===== src/rtl/keypad_pkg.sv =====
// Shared types and helpers for the keypad scanner and its debounce stage.
// Latency: none (declarations only).
// Backpressure: none (declarations only).
package keypad_pkg;

    // Scan sequencer: hold a row for its dwell time, then take one sample cycle
    typedef enum logic {
        DWELL  = 1'b0,
        SAMPLE = 1'b1
    } scanState_t;

    // Default key indices (row*COLS+col) for the game controls on a 4x4 pad
    localparam int DEF_LEFT_KEY  = 8;
    localparam int DEF_RIGHT_KEY = 12;
    localparam int DEF_FIRE_KEY  = 2;

    // Index width for n items, never narrower than one bit
    function automatic int calcKw(input int n);
        return (n > 1) ? $clog2(n) : 1;
    endfunction

endpackage


===== src/rtl/keypad_debounce.sv =====
// Frame-level debounce: accepts a key candidate after DEB_FRAMES identical frames; KEYPAD_AUTOREPEAT_EN adds held-key repeats.
// Latency: evtNow/evtCode combinational in the frame-end cycle; key_code/key_valid/key_held one cycle after frame-end.
// Backpressure: none; events are single-cycle pulses that the consumer must take when presented.
module keypad_debounce
    import keypad_pkg::*;
#(
    parameter int KW         = 4,
    parameter int DEB_FRAMES = 2
`ifdef KEYPAD_AUTOREPEAT_EN
    ,
    parameter int REPT_DELAY = 8,
    parameter int REPT_RATE  = 4
`endif
) (
    input  logic          clk,
    input  logic          rst,
    input  logic          frameEnd,
    input  logic          candPressed,
    input  logic [KW-1:0] candCode,
    output logic          evtNow,
    output logic [KW-1:0] evtCode,
    output logic [KW-1:0] key_code,
    output logic          key_valid,
    output logic          key_held
);

    localparam int DW = calcKw(DEB_FRAMES + 1);
    localparam logic [DW-1:0] DEB_N = DW'(DEB_FRAMES);

    logic          lastPressed;
    logic [KW-1:0] lastCode;
    logic [DW-1:0] runCnt;
    logic [DW-1:0] runNext;
    logic          sameCand;
    logic          stable;
    logic          acceptPress;
    logic          acceptNone;
    logic          reptNow;

    // Run length of identical frame candidates and the resulting accept decisions
    always_comb begin
        sameCand    = (candPressed == lastPressed) && (candCode == lastCode);
        runNext     = DW'(1);
        if (sameCand) begin
            runNext = (runCnt == DEB_N) ? runCnt : runCnt + 1'b1;
        end
        stable      = (runNext == DEB_N);
        // A stable press only fires when it differs from what is already accepted,
        // so rolling straight from one key to another still produces an event.
        acceptPress = frameEnd && stable && candPressed && (!key_held || (key_code != candCode));
        acceptNone  = frameEnd && stable && !candPressed && key_held;
    end

`ifdef KEYPAD_AUTOREPEAT_EN
    localparam int RCW = calcKw(((REPT_DELAY > REPT_RATE) ? REPT_DELAY : REPT_RATE) + 1);

    logic [RCW-1:0] reptCnt;
    logic [RCW-1:0] reptLimit;
    logic           reptFirst;

    // First repeat waits REPT_DELAY frames after acceptance, later ones REPT_RATE frames
    always_comb begin
        reptLimit = reptFirst ? RCW'(REPT_DELAY) : RCW'(REPT_RATE);
        reptNow   = frameEnd && key_held && !acceptPress && !acceptNone
                    && ((reptCnt + 1'b1) == reptLimit);
    end

    // Frames elapsed since the last generated event for the held key
    always_ff @(posedge clk or posedge rst) begin
        if (rst) begin
            reptCnt   <= '0;
            reptFirst <= 1'b1;
        end else if (acceptPress) begin
            reptCnt   <= '0;
            reptFirst <= 1'b1;
        end else if (reptNow) begin
            reptCnt   <= '0;
            reptFirst <= 1'b0;
        end else if (frameEnd && key_held) begin
            reptCnt   <= reptCnt + 1'b1;
        end
    end
`else
    // Single event per accepted press
    always_comb begin
        reptNow = 1'b0;
    end
`endif

    // Event request towards the game mapping, valid in the frame-end cycle
    always_comb begin
        evtNow  = acceptPress || reptNow;
        evtCode = acceptPress ? candCode : key_code;
    end

    // Candidate history and accepted key state
    always_ff @(posedge clk or posedge rst) begin
        if (rst) begin
            lastPressed <= 1'b0;
            lastCode    <= '0;
            runCnt      <= '0;
            key_code    <= '0;
            key_valid   <= 1'b0;
            key_held    <= 1'b0;
        end else begin
            key_valid <= evtNow;
            if (evtNow) begin
                key_code <= evtCode;
            end
            if (frameEnd) begin
                lastPressed <= candPressed;
                lastCode    <= candCode;
                runCnt      <= runNext;
            end
            if (acceptPress) begin
                key_held <= 1'b1;
            end else if (acceptNone) begin
                key_held <= 1'b0;
            end
        end
    end

endmodule


===== src/rtl/keypad_scan_ctrl.sv =====
// Matrix keypad scanner with debounce and game mapping (player position, fire); KEYPAD_AUTOREPEAT_EN enables held-key repeat.
// Latency: key_valid/playPos/fire update one cycle after the frame-end sample (last row's SAMPLE cycle).
// Backpressure: none; key events are one-cycle pulses, the keypad itself cannot be stalled.
module keypad_scan_ctrl
    import keypad_pkg::*;
#(
    parameter int ROWS       = 4,
    parameter int COLS       = 4,
    parameter int SCAN_DIV   = 2**21,
    parameter int DEB_FRAMES = 2,
    parameter int LEFT_KEY   = DEF_LEFT_KEY,
    parameter int RIGHT_KEY  = DEF_RIGHT_KEY,
    parameter int FIRE_KEY   = DEF_FIRE_KEY,
    parameter int POS_W      = 3,
    parameter int POS_MIN    = 1,
    parameter int POS_MAX    = 6,
    parameter int POS_INIT   = 1,
    parameter int REPT_DELAY = 8,
    parameter int REPT_RATE  = 4,
    localparam int KW        = calcKw(ROWS * COLS)
) (
    input  logic             clk,
    input  logic             rst,
    input  logic [COLS-1:0]  keypadCol,
    output logic [ROWS-1:0]  keypadRow,
    output logic [KW-1:0]    key_code,
    output logic             key_valid,
    output logic             key_held,
    output logic [POS_W-1:0] playPos,
    output logic             fire
);

    localparam int NKEYS = ROWS * COLS;
    localparam int RW    = calcKw(ROWS);
    localparam int CW    = calcKw(SCAN_DIV);
    localparam logic [CW-1:0] DWELL_LAST = CW'(SCAN_DIV - 2);
    localparam logic [RW-1:0] ROW_LAST   = RW'(ROWS - 1);

    // The dwell phase needs at least one cycle; repeat timing must be non-zero
    if (SCAN_DIV < 2 || DEB_FRAMES < 1 || REPT_DELAY < 1 || REPT_RATE < 1) begin : gBadCfg
        $error("keypad_scan_ctrl: unsupported parameter values");
    end

    scanState_t     state;
    scanState_t     stateNext;
    logic           sampleNow;
    logic           frameEnd;
    logic [CW-1:0]  dwellCnt;
    logic [RW-1:0]  rowIdx;
    logic [NKEYS-1:0] snap;
    logic [NKEYS-1:0] frameBits;
    logic           candPressed;
    logic [KW-1:0]  candCode;
    logic           evtNow;
    logic [KW-1:0]  evtCode;

    // Scan state register
    always_ff @(posedge clk or posedge rst) begin
        if (rst) begin
            state <= DWELL;
        end else begin
            state <= stateNext;
        end
    end

    // Scan next-state: SCAN_DIV-1 dwell cycles, then a single sample cycle
    always_comb begin
        stateNext = state;
        sampleNow = 1'b0;
        case (state)
            DWELL: begin
                if (dwellCnt == DWELL_LAST) begin
                    stateNext = SAMPLE;
                end
            end
            SAMPLE: begin
                sampleNow = 1'b1;
                stateNext = DWELL;
            end
        endcase
    end

    assign frameEnd  = sampleNow && (rowIdx == ROW_LAST);
    assign keypadRow = ~(ROWS'(1) << rowIdx);

    // Live frame view: the row being sampled this cycle replaces its stale copy,
    // so the frame-end reduction sees the last row without an extra cycle.
    always_comb begin
        frameBits = snap;
        if (sampleNow) begin
            frameBits[int'(rowIdx) * COLS +: COLS] = ~keypadCol;
        end
    end

    // Dwell counter, row pointer and frame snapshot
    always_ff @(posedge clk or posedge rst) begin
        if (rst) begin
            dwellCnt <= '0;
            rowIdx   <= '0;
            snap     <= '0;
        end else begin
            if (state == DWELL) begin
                dwellCnt <= (dwellCnt == DWELL_LAST) ? '0 : dwellCnt + 1'b1;
            end else begin
                dwellCnt <= '0;
            end
            if (sampleNow) begin
                snap   <= frameBits;
                rowIdx <= (rowIdx == ROW_LAST) ? '0 : rowIdx + 1'b1;
            end
        end
    end

    // Reduce the frame to its lowest pressed index (multiple presses resolve low)
    always_comb begin
        candPressed = 1'b0;
        candCode    = '0;
        for (int i = NKEYS - 1; i >= 0; i--) begin
            if (frameBits[i]) begin
                candPressed = 1'b1;
                candCode    = KW'(i);
            end
        end
    end

    keypad_debounce #(
        .KW         (KW),
        .DEB_FRAMES (DEB_FRAMES)
`ifdef KEYPAD_AUTOREPEAT_EN
        ,
        .REPT_DELAY (REPT_DELAY),
        .REPT_RATE  (REPT_RATE)
`endif
    ) uDebounce (
        .clk         (clk),
        .rst         (rst),
        .frameEnd    (frameEnd),
        .candPressed (candPressed),
        .candCode    (candCode),
        .evtNow      (evtNow),
        .evtCode     (evtCode),
        .key_code    (key_code),
        .key_valid   (key_valid),
        .key_held    (key_held)
    );

    // Game mapping: moves and fire land on the same edge that raises key_valid
    always_ff @(posedge clk or posedge rst) begin
        if (rst) begin
            playPos <= POS_W'(POS_INIT);
            fire    <= 1'b0;
        end else begin
            fire <= evtNow && (evtCode == KW'(FIRE_KEY));
            if (evtNow) begin
                if ((evtCode == KW'(LEFT_KEY)) && (playPos != POS_W'(POS_MIN))) begin
                    playPos <= playPos - 1'b1;
                end else if ((evtCode == KW'(RIGHT_KEY)) && (playPos != POS_W'(POS_MAX))) begin
                    playPos <= playPos + 1'b1;
                end
            end
        end
    end

endmodule


===== config.mk =====
export PLATFORM = sky130hd
export DESIGN_NAME = keypad_scan_ctrl
export DESIGN_NICKNAME = d
export VERILOG_FILES = /design/src/rtl/keypad_pkg.sv /design/src/rtl/keypad_debounce.sv /design/src/rtl/keypad_scan_ctrl.sv
export SDC_FILE = /design/constraint.sdc
export NUM_CORES = 1
export LEC_CHECK = 0
export BUFFER_PORTS_ARGS = -buffer_cell sky130_fd_sc_hd__buf_2
export CAP_MARGIN = 10
export CORE_MARGIN = 2
export CORE_UTILIZATION = 23
export DETAILED_ROUTE_END_ITERATION = 16
export GPL_ROUTABILITY_DRIVEN = 0
export REMOVE_ABC_BUFFERS = 1
export SKIP_LAST_GASP = 1
export SYNTH_ARGS = -nofsm -noshare
export SYNTH_HDL_FRONTEND = slang
export SYNTH_SLANG_ARGS = --single-unit

===== constraint.sdc =====
create_clock -name clk -period 8.2 [get_ports clk]
set_input_delay 2.05 -clock clk [delete_from_list [all_inputs] [get_ports clk]]
set_output_delay 2.05 -clock clk [all_outputs]
set_load 0.02 [all_outputs]

==> impl_metrics.toml, run 1 <==
[drt]
postRouteWirelength_um = 8568
drc = 0
ant_nets = 0
wl_per_cell_um = 14.47
viasPerCell = 4.959
dr_total_vias = 2936
drtIter0Drc = 177
dr.pass1.iters = 10

[grt]
grt_pass1_wl_um = 14860
gr-usage-all-layers_pct = 11.26
antenna_found_initial = 0
grt-ovfl-total = 0
grt_pass1_vias = 3013
grt_max_degree = 58

[synthesis]
ys.flop_type = "dfrtp_1"
synth-edff-count = 0
avgSynthCellArea_um2 = 9.271
mappedNetlistArea_um2 = 3532
synth.area.top_cells = "dfrtp_1 40%, nand2_1 4.7%, nor2_1 4.7%, ha_1 4.6%, o21ai_0 3.3%"
async_flop_share_pct = 100.0
synth_warnings = 0
synth_largest_area_cell = "dfrtp_1"
ys_types = 70
synth_cells = 381
yosysSeqAreaShare_pct = 40.42
synth-seq-cells = 57
synth_top_area_share_pct = 39.67

[power]
p_sw_share_pct = 20.50
comb_power_share_pct = 1.7
p_per_area_nw_per_um2 = 170.4
clkPwrFrac_pct = 58.1
worst_ir_drop_vdd_mv = 0.09105
p_int_mw = 0.5580
finalPower_mw = 0.7019
leakage_nw = 1.711
p_sw_mw = 0.1439
seq_power_share_pct = 40.2

[clocking]
post_cts_buffers = 0
root_buffer = "clkbuf_16"
clk_pin_slew_ns = 0.05
cts_made_buffers = 9
clk_latency_ns = 0.33
tritoncts = "built"
ctsResizeCount = 0
clockBufferDepth = 2
cts_sinks = 57
cts_hold_buffers = 0
cts.htree.levels = 3

[setup_path]
path_cells = "buf_2 -> and4_1 -> a211oi_1 -> nor3_1 -> nor4b_1 -> o2111ai_1 -> nand4b_1 -> nor3b_4 -> mux2_4 -> nor2_1 -> mux2_1 -> a31o_1"
critPathKind = "input port to flip-flop"
cp_data_required_time_ns = 8.42
endpoint_kind = "flip-flop"
crit_fanout = 12
critPathMaxStageDelay_ns = 0.37
cp.arrival_ns = 5.18
cpMaxStageDelayCell = "nor3_1"
start_kind = "input port"

[sta]
hold_viol_final = 0
rsz0062_at_grt = "no"
slew_headroom_pct = 42.81
period_minus_slack_ns = 4.960
setup_ws_ns = 3.240
fmaxAchievable_mhz = 201.6
worst_pin_slew_ns = 0.8579
fin_skew_ns = 0.005659
drv_slew = 0
finalSetupTns_ns = 0
finalSetupViolCount = 0
period_share_pct = 60.48

[floorplanning]
die-area_um2 = 16360
io_pins = 20
start_util_pct = 23.41
dieWidth_um = 127.9
die_h_um = 127.9
core_area_um2 = 15090
num_rows = 45

[place]
post-dp-hpwl_um = 6045
place_ws_ns = 2.970
port_buffers = 19

[min_path]
min_path_type = "flip-flop to flip-flop"

[job]
maxCapViolations = 0

[cells_and_area]
nFillCells = 1592
syn_to_final_growth_pct = 16.65
drive_above_1_share_pct = 15.84
n_antenna_cell = 0
fin_nets = 418

[run_status]
status = "complete, no violations"
## cell usage in the layout (no fill, tap or decap), types with 9 or more instances in the layout
cell / Yosys / routed
buf_2: 6 / 19
nand4_1: 10 / 10
o21ai_0: 23 / 23
nand2_1: 44 / 44
xor2_1: 12 / 12
inv_1: 20 / 19
nor2_1: 44 / 44
nor3_1: 10 / 10
dfrtp_1: 56 / 56
ha_1: 13 / 13
clkbuf_16: 0 / 9
nand3_1: 9 / 9
## synth_stat cells (5+ instances only)
cell / number
a21oi_1: 8
buf_2: 6
clkbuf_1: 5
dfrtp_1: 56
ha_1: 13
inv_1: 20
mux2i_1: 5
nand2_1: 44
nand2b_1: 5
nand3_1: 9
nand4_1: 10
nor2_1: 44
nor3_1: 10
o21ai_0: 23
or2_2: 5
or3_1: 5
xnor2_1: 8
xor2_1: 12
## path summary, 6_finish.rpt
check,from,slack (ns),endpoint,cells past startpoint
max in group asynchronous,rst,5.78,snap[5],3
max,keypadCol[2],3.24,playPos[2],12
min in group asynchronous,rst,1.93,dwellCnt[14],3
min reg2reg,uDebounce.lastCode[2],0.50,uDebounce.lastCode[2],2
min,uDebounce.lastCode[2],0.50,uDebounce.lastCode[2],2
max reg2reg,rowIdx[0],3.87,playPos[2],13
## through the flow
stage	instances	util, %	instance area (um^2)	hold WS [ns]
after floorplan	368	-	3461	0.4623
after global placement	576	25.17	3799	0.4900
after detailed placement	576	25.17	3799	0.4955
after CTS	592	27.31	4120	0.5074
after global routing	592	27.31	4120	0.5319
final	592	27.31	4120	0.5015
## layer usage
layer	vias up	part of all wire [%]	global-route usage, %
li1	1408	-	-
met1	1403	45	14.20
met2	102	47	18.40
met3	23	5.5	2.922
met4	0	2.9	4.525
met5	-	0	0
## state kept, by name, indices dropped and copies added, names as in the netlist
name,count
uDebounce.key_held,1
fire,1
uDebounce.key_valid,1
playPos,3
snap,16
state,1
rowIdx,2
uDebounce.lastPressed,1
uDebounce.lastCode,4
dwellCnt,21
uDebounce.key_code,4
uDebounce.runCnt,2
## cell type report
| class | instances | area [um^2] | area share (%) |
|---|---|---|---|
| clock buffer | 11 | 242.7 | 5.891 |
| clock inverter | 5 | 78.83 | 1.913 |
| inverter | 20 | 75.07 | 1.822 |
| timing repair buffer | 20 | 102.6 | 2.490 |
| multi-input combinational | 291 | 1958 | 47.53 |
| tap | 188 | 235.2 | 5.709 |
| sequential | 57 | 1428 | 34.65 |
## critical path: cells and delay by family
| family | cells | cell delay (ns) |
|---|---|---|
| mux | 2 | 0.70 |
| buf+inv | 1 | 0.23 |
| compound gates | 3 | 0.53 |
| simple gates | 6 | 1.67 |
## kinds of logic (layout without fill, tap and decap cells)
logic type / Yosys count / count (layout) / share of synthesized area [%]
XOR/XNOR: 21 / 21 / 5.420
adder cells (fa/ha/maj): 13 / 13 / 4.605
AO/OA/AOI/OAI: 81 / 81 / 17.46
AND/OR/NAND/NOR: 165 / 165 / 24.51
buffers and inverters: 33 / 56 / 4.145
flip-flops: 57 / 57 / 40.42
multiplexers: 11 / 11 / 3.436
## power by group through the flow
stage / Combinational, mW / Clock (mW) / Sequential, mW
2_1_floorplan: 0.00602 / 0 / 0.287
3_3_place_gp: 0.0122 / 0 / 0.287
3_5_place_dp: 0.0127 / 0 / 0.287
4_1_cts: 0.0127 / 0.416 / 0.282
5_1_grt: 0.0142 / 0.430 / 0.282
6_report: 0.0123 / 0.408 / 0.282
Power figures use the tool's default switching activity.
==> run 2: changes to the inputs <==
ABC_AREA = 1   (was not set)
clock period = 4.1 ns   (was 8.2 ns; I/O delays follow)
==> impl_metrics.toml, run 2 <==
[setup_path]
endpoint_kind = "flip-flop"
reg2reg_from = "rowIdx[0]"
critPathMaxStageDelay_ns = 0.44
reg2regPathDepth = 25
regToRegSetupSlack_ns = 0.52
crit_path_frequent_cell = "nand2_1"
r2r_end = "playPos[2]"
cpMaxStageDelayCell = "dfrtp_2"
critical-path-top-delay-family = "simple AND/OR/NAND/NOR gates"
critPathKind = "flip-flop to flip-flop"
worst-path-buf-inv = 4
cp_data_required_time_ns = 4.31
cp.arrival_ns = 3.79
start_kind = "flip-flop"
crit_fanout = 8

[grt]
grt_pass1_wl_um = 11620
gr-usage-all-layers_pct = 9.944
grt-ovfl-total = 0
grt_pass1_vias = 2542
grt_max_degree = 43
antenna_found_initial = 0

[cells_and_area]
syn_to_final_growth_pct = 19.99
final_common_cell = "inv_1"
nFillCells = 1455
final_cell_area_um2 = 3882
final_cells = 610
regMostFlops = "dwellCnt"
drive_above_1_share_pct = 19.30
n_antenna_cell = 0
reg_top3 = "dwellCnt (21), snap (16)"
largest_reg_flops = 21
mostFrequentLayoutCells = "74 x inv_1, 71 x nand2_1, 55 x dfrtp_1, 41 x nor2_1, 19 x buf_2"
fin_nets = 444

[min_path]
hold_start = "dwellCnt[20]"
worstHoldPathCells = 1
min_path_type = "flip-flop to flip-flop"
min_to = "dwellCnt[20]"

[sta]
finalSetupViolCount = 0
period_share_pct = 87.22
slew_headroom_pct = 39.46
fin_skew_ns = 0.008572
drv_slew = 0
rsz0062_at_grt = "no"
worst_pin_slew_ns = 0.9068
finalSetupTns_ns = 0
fmaxAchievable_mhz = 279.6
hold_viol_final = 0
period_minus_slack_ns = 3.576

[drt]
postRouteWirelength_um = 6718
viasPerCell = 4.182
dr.pass1.iters = 4
dr_total_vias = 2551
drtIter0Drc = 141
drc = 0
ant_nets = 0
wl_per_cell_um = 11.01

[synthesis]
ys.flop_type = "dfrtp_1"
synth-edff-count = 0
synth.area.top_cells = "dfrtp_1 43%, inv_1 8.8%, nand2_1 8.2%, ha_1 5.0%, nor2_1 5.0%"
async_flop_share_pct = 100.0
yosys-top-cells-count = "76 x inv_1, 71 x nand2_1, 56 x dfrtp_1"
synth_warnings = 0
synth-seq-cells = 57
synth_top_area_share_pct = 43.31
ys_types = 39
synth_most_common_cell = "inv_1"
mappedNetlistArea_um2 = 3236
synth_largest_area_cell = "dfrtp_1"
avgSynthCellArea_um2 = 8.171
synth_cells = 396
yosysSeqAreaShare_pct = 44.12

[clocking]
clk_latency_ns = 0.33
cts.htree.levels = 3
cts_made_buffers = 9
tritoncts = "built"
root_buffer = "clkbuf_16"
cts_sinks = 57
clockBufferDepth = 2
clk_pin_slew_ns = 0.05

[floorplanning]
die_h_um = 122.6
num_rows = 43
core_area_um2 = 13830
io_pins = 20
dieWidth_um = 122.6
die-area_um2 = 15030
start_util_pct = 23.40

[power]
leakage_nw = 1.874
finalPower_mw = 1.373
p_per_area_nw_per_um2 = 353.7
worst_ir_drop_vdd_mv = 0.1901

[place]
dp.cells = 594
port_buffers = 19
place_area_um2 = 3548
post-dp-hpwl_um = 4998

[run_status]
status = "complete, no violations"

[job]
maxCapViolations = 0
-- run 2: changes by cell type in the layout (fill, tap and decap cells not counted), moves of 6 or more --
cell and change:
inv_1 +55, nand2_1 +27, nor2_2 +11, o21ai_0 -9, nand3_1 +7, xor2_1 -7, o22ai_2 +6
-- run 2: area by class of cell --
type                            instances  area, um^2  share of cell area (%)
Clock inverter                          3       65.06                   1.676
Tap cell                              180       225.2                   5.801
Multi-Input combinational cell        254        1491                   38.41
Timing Repair Buffer                   20       102.6                   2.643
Clock buffer                           13       250.2                   6.445
Sequential cell                        57        1429                   36.80
Inverter                               83       319.1                   8.218
-- run 2: how the worst max path moves through the flow --
stage,slack [ns],depth (start not counted),end,from
floorplan,0.73,25,playPos[2],rowIdx[0]
global placement,0.24,33,playPos[2],keypadCol[3]
detailed placement,0.25,33,playPos[2],keypadCol[3]
CTS,0.32,34,playPos[2],rowIdx[0]
global route,0.009,32,playPos[2],rowIdx[0]
finish,0.52,25,playPos[2],rowIdx[0]
-- run 2: routing by layer --
layer	vias to the layer above	routed length (um)	GRT usage [%]
li1	1294	-	-
met5	-	0	0
met3	2	243	3.764
met2	39	3325	16.28
met1	1216	3125	12.12
met4	0	23	3.017
-- run 2: worst register-to-register path, stage by stage, from the launching register on --
cell,delay [ns]
dfrtp_2,0.44
inv_4,0.09
ha_1,0.37
inv_2,0.10
nand3_1,0.16
nor2_1,0.19
nor2_2,0.07
inv_1,0.07
o21ai_1,0.06
nand2_1,0.06
a21oi_1,0.05
o21ai_1,0.18
nand2_1,0.19
xnor2_1,0.18
nor3_2,0.18
nand3_1,0.11
nor2_1,0.10
nand4_1,0.20
nand2_1,0.11
nand3_1,0.13
nand2_1,0.12
inv_2,0.04
nor2_2,0.11
nand2_1,0.06
nand2_1,0.06
nand2_1,0.05
-- run 2: metrics by stage --
| stage | worst slack, ns | util [%] | hold WS [ns] |
|---|---|---|---|
| 6_report | 0.5238 | 28.08 | 0.4593 |
| 5_1_grt | 0.009492 | 28.08 | 0.5011 |
| 4_1_cts | 0.3222 | 27.94 | 0.4655 |
| 3_5_place_dp | 0.2456 | 25.66 | 0.4546 |
| 3_3_place_gp | 0.2370 | 25.66 | 0.4513 |
| 2_1_floorplan | 0.7315 | - | 0.4331 |
-- run 2: cells by family after synthesis --
logic type               after synthesis  share of synthesized area (%)
flip-flops                            57                          44.12
AND/OR/NAND/NOR                      180                          27.03
AO/OA/AOI/OAI                         47                          9.552
XOR/XNOR                              14                          4.022
adder cells (fa/ha/maj)               13                          5.027
buffers and inverters                 85                          10.25
-- run 2: report_power, final --
| group | switching (mW) | total (mW) | leakage, nW | internal [mW] |
|---|---|---|---|---|
| Clock | 0.247 | 0.794 | 0.154 | 0.547 |
| Sequential | 0 | 0.564 | 0.652 | 0.564 |
| Combinational | 0.0129 | 0.0156 | 1.07 | 0.00275 |
-- run 2: repair_timing --
item / in CTS / in global routing
hold buffers: 0 / 0
resized for setup: 0 / 8
setup buffers: 0 / 0
endpoints found under the setup margin: 0 / 4
==> run 3: changes to the inputs <==
CORE_UTILIZATION = 40   (was 23)
==> impl_metrics.toml, run 3 (same netlist as run 2, synthesis figures left out) <==
[run_status]
status = "complete, no violations"

[cells_and_area]
mostFrequentLayoutCells = "74 x inv_1, 71 x nand2_1, 55 x dfrtp_1, 42 x nor2_1, 19 x buf_2"
drive_above_1_share_pct = 20.28
fin_nets = 448
largest_reg_flops = 21
final_cells = 536
utilization_pct = 47.73
multi_input_area_um2 = 1488
reg_top3 = "dwellCnt (21), snap (16)"
final-seq-area_um2 = 1429
nFillCells = 778
regMostFlops = "dwellCnt"
syn_to_final_growth_pct = 14.58
final_cell_area_um2 = 3707
final_common_cell = "inv_1"
n_antenna_cell = 0

[min_path]
min_to = "dwellCnt[20]"
min_path_type = "flip-flop to flip-flop"
hold_start = "dwellCnt[20]"
worstHoldPathCells = 1

[setup_path]
r2r_end = "playPos[2]"
cp_data_required_time_ns = 4.32
reg2reg_from = "rowIdx[0]"
start_kind = "flip-flop"
crit_fanout = 6
cpMaxStageDelayCell = "dfrtp_2"
critPathMaxStageDelay_ns = 0.40
critPathKind = "flip-flop to flip-flop"
critical-path-top-delay-family = "simple AND/OR/NAND/NOR gates"
endpoint_kind = "flip-flop"
path_depth = 33
reg2regPathDepth = 33
regToRegSetupSlack_ns = 0.44
worst-path-buf-inv = 3
crit_path_frequent_cell = "nand2_1"
cp.arrival_ns = 3.87

[sta]
setup_ws_ns = 0.4448
hold_viol_final = 0
slew_headroom_pct = 53.30
finalSetupTns_ns = 0
drv_slew = 0
worst_hold_slack_ns = 0.4678
period_share_pct = 89.15
finalSetupViolCount = 0
period_minus_slack_ns = 3.655
fmaxAchievable_mhz = 273.6
fin_skew_ns = 0.01067
rsz0062_at_grt = "no"
worst_pin_slew_ns = 0.6995

[power]
clkPwrFrac_pct = 49.4
p_sw_mw = 0.2368
finalPower_mw = 1.141
leakage_nw = 1.841
p_per_area_nw_per_um2 = 307.7
p_int_mw = 0.9041
p_sw_share_pct = 20.76
comb_power_share_pct = 1.3
seq_power_share_pct = 49.3
worst_ir_drop_vdd_mv = 0.2965

[floorplanning]
io_pins = 20
dieWidth_um = 93.94
num_rows = 32
die-area_um2 = 8825
die_h_um = 93.94
start_util_pct = 41.66
core_area_um2 = 7767

[drt]
drc = 0
drtIter0Drc = 114
ant_nets = 0
wl_per_cell_um = 11.76
dr_total_vias = 2519
postRouteWirelength_um = 6305
dr.pass1.iters = 4
viasPerCell = 4.700

[place]
port_buffers = 19
place_ws_ns = 0.2103
dp.cells = 516
place_area_um2 = 3451
post-dp-hpwl_um = 4768

[clocking]
cts_hold_buffers = 0
clk_latency_ns = 0.33
cts.htree.levels = 3
clockBufferDepth = 2
root_buffer = "clkbuf_8"
tritoncts = "built"
cts_made_buffers = 9
clk_pin_slew_ns = 0.06
cts_sinks = 57

[grt]
grt_pass1_vias = 2440
grt_pass1_wl_um = 10890
grt-ovfl-total = 0
gr-usage-all-layers_pct = 15.75
antenna_found_initial = 0
grt_max_degree = 35

[job]
maxCapViolations = 0
-- run 3: changes by cell type in the layout (fill, tap and decap cells not counted), sizes merged --
cell,previous run,this run
inv,83,82
clkinvlp,0,2
clkbuf,13,10
clkinv,1,3
buf,20,24
-- run 3: power by group through the flow --
stage | registers (mW) | clock network, mW | logic, mW
final | 0.562 | 0.563 | 0.0153
after CTS | 0.562 | 0.585 | 0.0166
after floorplan | 0.573 | 0 | 0.00866
after global placement | 0.573 | 0 | 0.0162
after global routing | 0.562 | 0.610 | 0.0187
after detailed placement | 0.573 | 0 | 0.0167
-- run 3: how the worst max path moves through the flow --
stage	startpoint	endpoint	slack, ns
after detailed placement	keypadCol[3]	playPos[2]	0.21
final	rowIdx[0]	playPos[2]	0.44
after global placement	keypadCol[3]	playPos[2]	0.20
after CTS	rowIdx[0]	playPos[2]	0.24
after global routing	rowIdx[0]	playPos[2]	0.006
after floorplan	rowIdx[0]	playPos[2]	0.73
-- run 3: worst reg2reg max path: cells and delay by family (launching register included) --
| family | cells | cell delay (ns) |
|---|---|---|
| adders and majority gates | 1 | 0.40 |
| buffers and inverters | 3 | 0.25 |
| DFF | 1 | 0.40 |
| and+or+nand+nor | 29 | 2.47 |
-- run 3: layer usage --
| layer | global-route usage [%] | vias to the layer above | share of wire (%) |
|---|---|---|---|
| met3 | 5.056 | 4 | 3.4 |
| met5 | 0 | - | 0 |
| li1 | - | 1310 | - |
| met1 | 19.62 | 1166 | 47 |
| met2 | 26.79 | 39 | 49 |
| met4 | 3.261 | 0 | 0.51 |
-- run 3: cell type report --
class / instances / area share [%]
inverter: 83 / 8.640
sequential: 57 / 38.54
tap: 102 / 3.442
clock inverter: 6 / 2.227
multi-input combinational: 254 / 40.13
timing repair buffer: 24 / 3.577
clock buffer: 10 / 3.442
-- run 3: what timing repair did --
| action | CTS | global route |
|---|---|---|
| setup endpoints to repair | 0 | 3 |
| buffers inserted | 0 | 4 |
| resized for setup | 0 | 6 |
